[src/rtl/msg_sequencer.sv]
// msg_sequencer: plays a stored character message out over a valid/ready
// handshake. Characters come from an internal register-file memory that is
// loaded only while idle. Playback is one-shot or wraps continuously.
//
// Ports:
//   CLK, RST          clock; asynchronous active-high reset
//   wr_en/wr_addr/wr_data  message memory write port (ignored unless IDLE)
//   len, loop         message length and wrap mode, captured on accepted start
//   start, stop       begin / abort playback
//   char_ready        consumer accepts char_out this cycle
//   char_out          current character (0 when idle)
//   char_valid        char_out is valid
//   ptr               one-hot position of the current character (0 when idle)
//   busy              playback in progress
//   done              one-cycle pulse after one-shot completion or stop
module msg_sequencer #(
  parameter int DEPTH  = 20,
  parameter int CHAR_W = 7,
  parameter int AW     = 5
) (
  input  logic              CLK,
  input  logic              RST,
  input  logic              wr_en,
  input  logic [AW-1:0]     wr_addr,
  input  logic [CHAR_W-1:0] wr_data,
  input  logic [AW:0]       len,
  input  logic              loop,
  input  logic              start,
  input  logic              stop,
  input  logic              char_ready,
  output logic [CHAR_W-1:0] char_out,
  output logic              char_valid,
  output logic [DEPTH-1:0]  ptr,
  output logic              busy,
  output logic              done
);

  typedef enum logic {IDLE = 1'b0, RUN = 1'b1} state_t;

  localparam logic [AW:0] DEPTH_L = (AW+1)'(DEPTH);

  state_t               state_q, state_d;
  logic [AW-1:0]        pos_q, pos_d;     // binary index mirroring ptr
  logic [DEPTH-1:0]     ptr_q, ptr_d;
  logic [AW:0]          len_q, len_d;     // effective length, 1..DEPTH
  logic                 loop_q, loop_d;
  logic                 done_q, done_d;
  logic [CHAR_W-1:0]    mem_q [DEPTH];

  // Memory is not reset so a message survives RST.
  always_ff @(posedge CLK) begin
    if (wr_en && state_q == IDLE && ({1'b0, wr_addr} < DEPTH_L))
      mem_q[wr_addr] <= wr_data;
  end

  always_ff @(posedge CLK or posedge RST) begin
    if (RST) begin
      state_q <= IDLE;
      pos_q   <= '0;
      ptr_q   <= '0;
      len_q   <= '0;
      loop_q  <= 1'b0;
      done_q  <= 1'b0;
    end else begin
      state_q <= state_d;
      pos_q   <= pos_d;
      ptr_q   <= ptr_d;
      len_q   <= len_d;
      loop_q  <= loop_d;
      done_q  <= done_d;
    end
  end

  always_comb begin
    state_d = state_q;
    pos_d   = pos_q;
    ptr_d   = ptr_q;
    len_d   = len_q;
    loop_d  = loop_q;
    done_d  = 1'b0;
    case (state_q)
      IDLE: begin
        // start beats a simultaneous stop; stop alone in IDLE does nothing
        if (start && len != '0) begin
          state_d = RUN;
          pos_d   = '0;
          ptr_d   = {{(DEPTH-1){1'b0}}, 1'b1};
          len_d   = (len > DEPTH_L) ? DEPTH_L : len;
          loop_d  = loop;
        end
      end
      RUN: begin
        // stop discards any transfer happening in the same cycle
        if (stop) begin
          state_d = IDLE;
          pos_d   = '0;
          ptr_d   = '0;
          done_d  = 1'b1;
        end else if (char_ready) begin
          if ({1'b0, pos_q} == len_q - 1'b1) begin
            pos_d = '0;
            if (loop_q) begin
              ptr_d = {{(DEPTH-1){1'b0}}, 1'b1};
            end else begin
              state_d = IDLE;
              ptr_d   = '0;
              done_d  = 1'b1;
            end
          end else begin
            pos_d = pos_q + 1'b1;
            ptr_d = {ptr_q[DEPTH-2:0], ptr_q[DEPTH-1]};
          end
        end
      end
      default: state_d = IDLE;
    endcase
  end

  // Outputs decode straight from state so RST clears them without a clock.
  // Memory cannot change during RUN, so char_out holds while stalled.
  assign busy       = (state_q == RUN);
  assign char_valid = (state_q == RUN);
  assign char_out   = (state_q == RUN) ? mem_q[pos_q] : '0;
  assign ptr        = ptr_q;
  assign done       = done_q;

endmodule
[config.mk]
export PLATFORM = sky130hd
export DESIGN_NAME = msg_sequencer
export DESIGN_NICKNAME = d
export VERILOG_FILES = /design/src/rtl/msg_sequencer.sv
export SDC_FILE = /design/constraint.sdc
export NUM_CORES = 1
export LEC_CHECK = 0
export CELL_PAD_IN_SITES_DETAIL_PLACEMENT = 2
export CELL_PAD_IN_SITES_GLOBAL_PLACEMENT = 2
export CORE_MARGIN = 3
export CORE_UTILIZATION = 25
export CTS_BUF_LIST = sky130_fd_sc_hd__clkbuf_8
export DETAILED_ROUTE_END_ITERATION = 8
export PLACE_DENSITY_LB_ADDON = 0.1
export SYNTH_ARGS = -nofsm -noshare
export SYNTH_HDL_FRONTEND = slang
export SYNTH_SLANG_ARGS = --single-unit
[constraint.sdc]
create_clock -name CLK -period 6.1 [get_ports CLK]
set_clock_uncertainty 0.15 [all_clocks]
set_input_delay 0.915 -clock CLK [delete_from_list [all_inputs] [get_ports CLK]]
set_output_delay 0.915 -clock CLK [all_outputs]
set_load 0.01 [all_outputs]
==> impl_metrics.py <==
metrics = {
    "status": {
        "status": "completed",
    },
    "clocking": {
        "cts_hold_buf": 0,
        "clk_pin_slew_worst_paths_ps": 100,
        "numCtsBuffers": 17,
        "clk_latency_ps": 450,
        "clk_path_buf_depth": 2,
        "htreeDepth": 4,
        "clkSinkCount": 174,
        "ctsRootBufferMaster": "clkbuf_8",
        "post_cts_buffers": 0,
        "cts_tree": "built",
        "ctsResizeCount": 0,
    },
    "layout": {
        "diodes": 0,
        "multiInputGateArea_um2": 2121,
        "finish.net_count": 565,
        "ff_latch_area_um2": 5059,
        "drive_above_1_share": 0.1652,
        "areaGrowthSynthToFinish_pct": 18.15,
        "final.fill_count": 3014,
        "utilization": 0.3015,
    },
    "synthesis": {
        "synth_cell_type_count": 54,
        "synthTopCellsByCount": "edfxtp_1, dfrtp_1, a21oi_1",
        "synth_seq_area_share": 0.6865,
        "synth_flop_cell": "edfxtp_1",
        "syn_nets": 514,
        "synth_top_cell_by_area": "edfxtp_1",
        "yosys-top-cells-area": "edfxtp_1, dfrtp_1, mux2_2",
        "yosysWarnings": 0,
        "syn_avg_cell_area_um2": 15.12,
        "yosysMostFrequentCell": "edfxtp_1",
        "async_reset_ff_frac": 0.1954,
        "synthCells": 487,
        "syn_area_um2": 7363,
        "synth_edf_count": 140,
        "synth-seq-cells": 174,
        "yosysTopAreaCellShare": 0.5709,
    },
    "die": {
        "die_h_um": 177.6,
        "die-area_um2": 31550,
        "core_area_um2": 28860,
        "die_x_um": 177.6,
        "rows": 62,
        "ios": 55,
        "start_util": 0.2552,
    },
    "timing": {
        "slew_headroom": 0.1980,
        "worst_pin_slew_ps": 1194,
        "period_needed_ps": 4512,
        "rsz0062_at_grt": "false",
        "tns_ps": 0,
        "slew_viol_final": 0,
        "report.final.setup_viol": 0,
        "hold_viol": 0,
        "timing.final.crit_share": 0.7396,
        "max_freq_mhz": 221.7,
    },
    "pwr": {
        "swShare": 0.2817,
        "seqPwrFrac": 0.531,
        "leakage_nw": 2.827,
        "combPwrFrac": 0.128,
        "power_density_nw_per_um2": 295.5,
        "ir_drop_mv": 0.1280,
        "intPower_mw": 1.846,
        "p_clk_frac": 0.341,
        "p_sw_mw": 0.7242,
    },
    "placed_design": {
        "dp.final_hpwl_mm": 13.92,
        "port_buffers": 54,
        "gp_congestion": 0.7231,
    },
    "global_route": {
        "grt_pass1_wl_mm": 31.36,
        "grt_pass1_vias": 4829,
        "grtUsageTotal": 0.1364,
        "grt_max_degree": 54,
        "grt_remaining_overflow": 0,
        "antenna_found_initial": 0,
    },
    "critical_path": {
        "slowest_delay_ps": 1050,
        "critPathRequiredTime_ps": 5030,
        "critPathTopFamily": "compound AO/OA/AOI/OAI gates",
        "reg2reg_from": "busy",
        "r2r-end": "mem_q[16][1]",
        "critPathMaxFanout": 53,
        "crit_path_end_kind": "output pin",
        "r2r_cells": 3,
        "r2r_setup_slack_ps": 2880,
        "critPathSlowestCell": "dfrtp_4",
        "start_kind": "flop",
        "path_buf_inv": 1,
        "path_cells": "mux2i_1, a21oi_1, o21ai_0, a31o_1, a31oi_1, clkdlybuf4s50_1",
        "critPathArrivalTime_ps": 3450,
        "critical_path_class": "reg -> out",
    },
    "drt": {
        "vias": 4331,
        "viasPerCell": 4.632,
        "routed_wire_length_per_instance_um": 22.20,
        "drcViolationCount": 0,
        "ant_nets": 0,
        "firstDrtPassIters": 4,
        "drt_wl_total_mm": 20.76,
        "first_iter_violations": 194,
    },
    "hold_path": {
        "hold_start": "ptr[10]",
        "hold_path_depth": 1,
        "hold_path_end": "ptr[11]",
        "hold_path_class": "reg -> reg",
    },
    "job": {
        "maxCapViolCount": 0,
    },
}
-- layer usage --
metal	part of all wire	track usage
met5	0	0
met3	0.030	0.02439
met1	0.47	0.1851
met2	0.49	0.2286
met4	0.0074	0.02945
-- worst reg2reg max path, cell delays in order, from the launching register on --
cell and delay [ps]:
dfrtp_1 600, nor2b_1 700, nand3_1 390, nor3_1 1000
-- worst max path at each step --
| stage | startpoint | end | slack, ps | cells past startpoint |
|---|---|---|---|---|
| after floorplan | pos_q[0] | char_out[0] | 3420 | 8 |
| after global placement | wr_en | mem_q[16][0] | 2060 | 4 |
| after detailed placement | pos_q[2] | char_out[4] | 2000 | 6 |
| after CTS | pos_q[2] | char_out[4] | 1460 | 6 |
| after global routing | pos_q[2] | char_out[0] | 1240 | 6 |
| final | pos_q[0] | char_out[0] | 1590 | 6 |
-- registers in the layout (all words and copies together), names as in the netlist --
name    flops
ptr        20
busy        1
len_q       6
done        1
mem_q     140
loop_q      1
pos_q       5
-- kinds of logic (layout without fill, tap and decap cells) --
family | after synthesis | count (layout) | synth area share
muxes | 65 | 65 | 0.1059
and+or+nand+nor | 81 | 81 | 0.05761
adders and majority gates | 2 | 2 | 0.003398
buffers and inverters | 34 | 98 | 0.02549
AOI/OAI and AO/OA | 125 | 125 | 0.1130
xor gates and xnor gates | 6 | 6 | 0.008158
DFF | 174 | 174 | 0.6865
-- power by group through the flow --
| stage | Sequential, mW | Combinational, mW | Clock [mW] |
|---|---|---|---|
| 6_report | 1.36 | 0.329 | 0.878 |
| 5_1_grt | 1.37 | 0.360 | 0.957 |
| 4_1_cts | 1.37 | 0.337 | 0.911 |
| 3_5_place_dp | 1.39 | 0.335 | 0 |
| 3_3_place_gp | 1.39 | 0.330 | 0 |
| 2_1_floorplan | 1.34 | 0.244 | 0 |
-- per-stage QoR --
stage               hold WS, ps  setup WS (ps)  instances  instance area, um^2  total power [mW]
floorplan                 348.4           3419        487                 7363             1.588
global placement          361.3           2063        903                 8268             1.724
detailed placement        370.8           1997        903                 8268             1.730
CTS                       395.5           1458        935                 8700             2.616
global route              423.4           1238        935                 8700             2.689
finish                    390.3           1588        935                 8700             2.571
-- final cells by class --
cell class | count | area share
timing repair buffer | 60 | 0.06731
clock buffer | 17 | 0.02689
multi-input combinational | 279 | 0.2438
tap | 384 | 0.05523
sequential | 174 | 0.5815
clock inverter | 15 | 0.02272
inverter | 6 | 0.002589
-- cell usage in the layout (no fill, tap or decap), types with 2 or more instances in the layout --
cell type          n
o211ai_1           2
mux2_2            29
inv_6              2
o21ai_0           30
ha_1               2
nor2_1            26
xor2_1             3
a211oi_1           2
nand3b_1           4
clkbuf_8          17
nor2b_1            3
a22o_1            21
clkinv_8           2
mux2i_1           28
xnor2_1            2
a21oi_1           31
buf_4              6
inv_8              5
bufinv_16          2
nand3_1            5
dfrtp_1           33
nand2b_1           5
edfxtp_1         140
nand2_1           19
o31ai_2            2
a22oi_1           14
clkdlybuf4s50_1   54
a31o_1             7
inv_1              6
a31oi_1            7
mux4_2             7
clkinvlp_4         3
nor3_1             6
(Power assumes the default switching activity.)
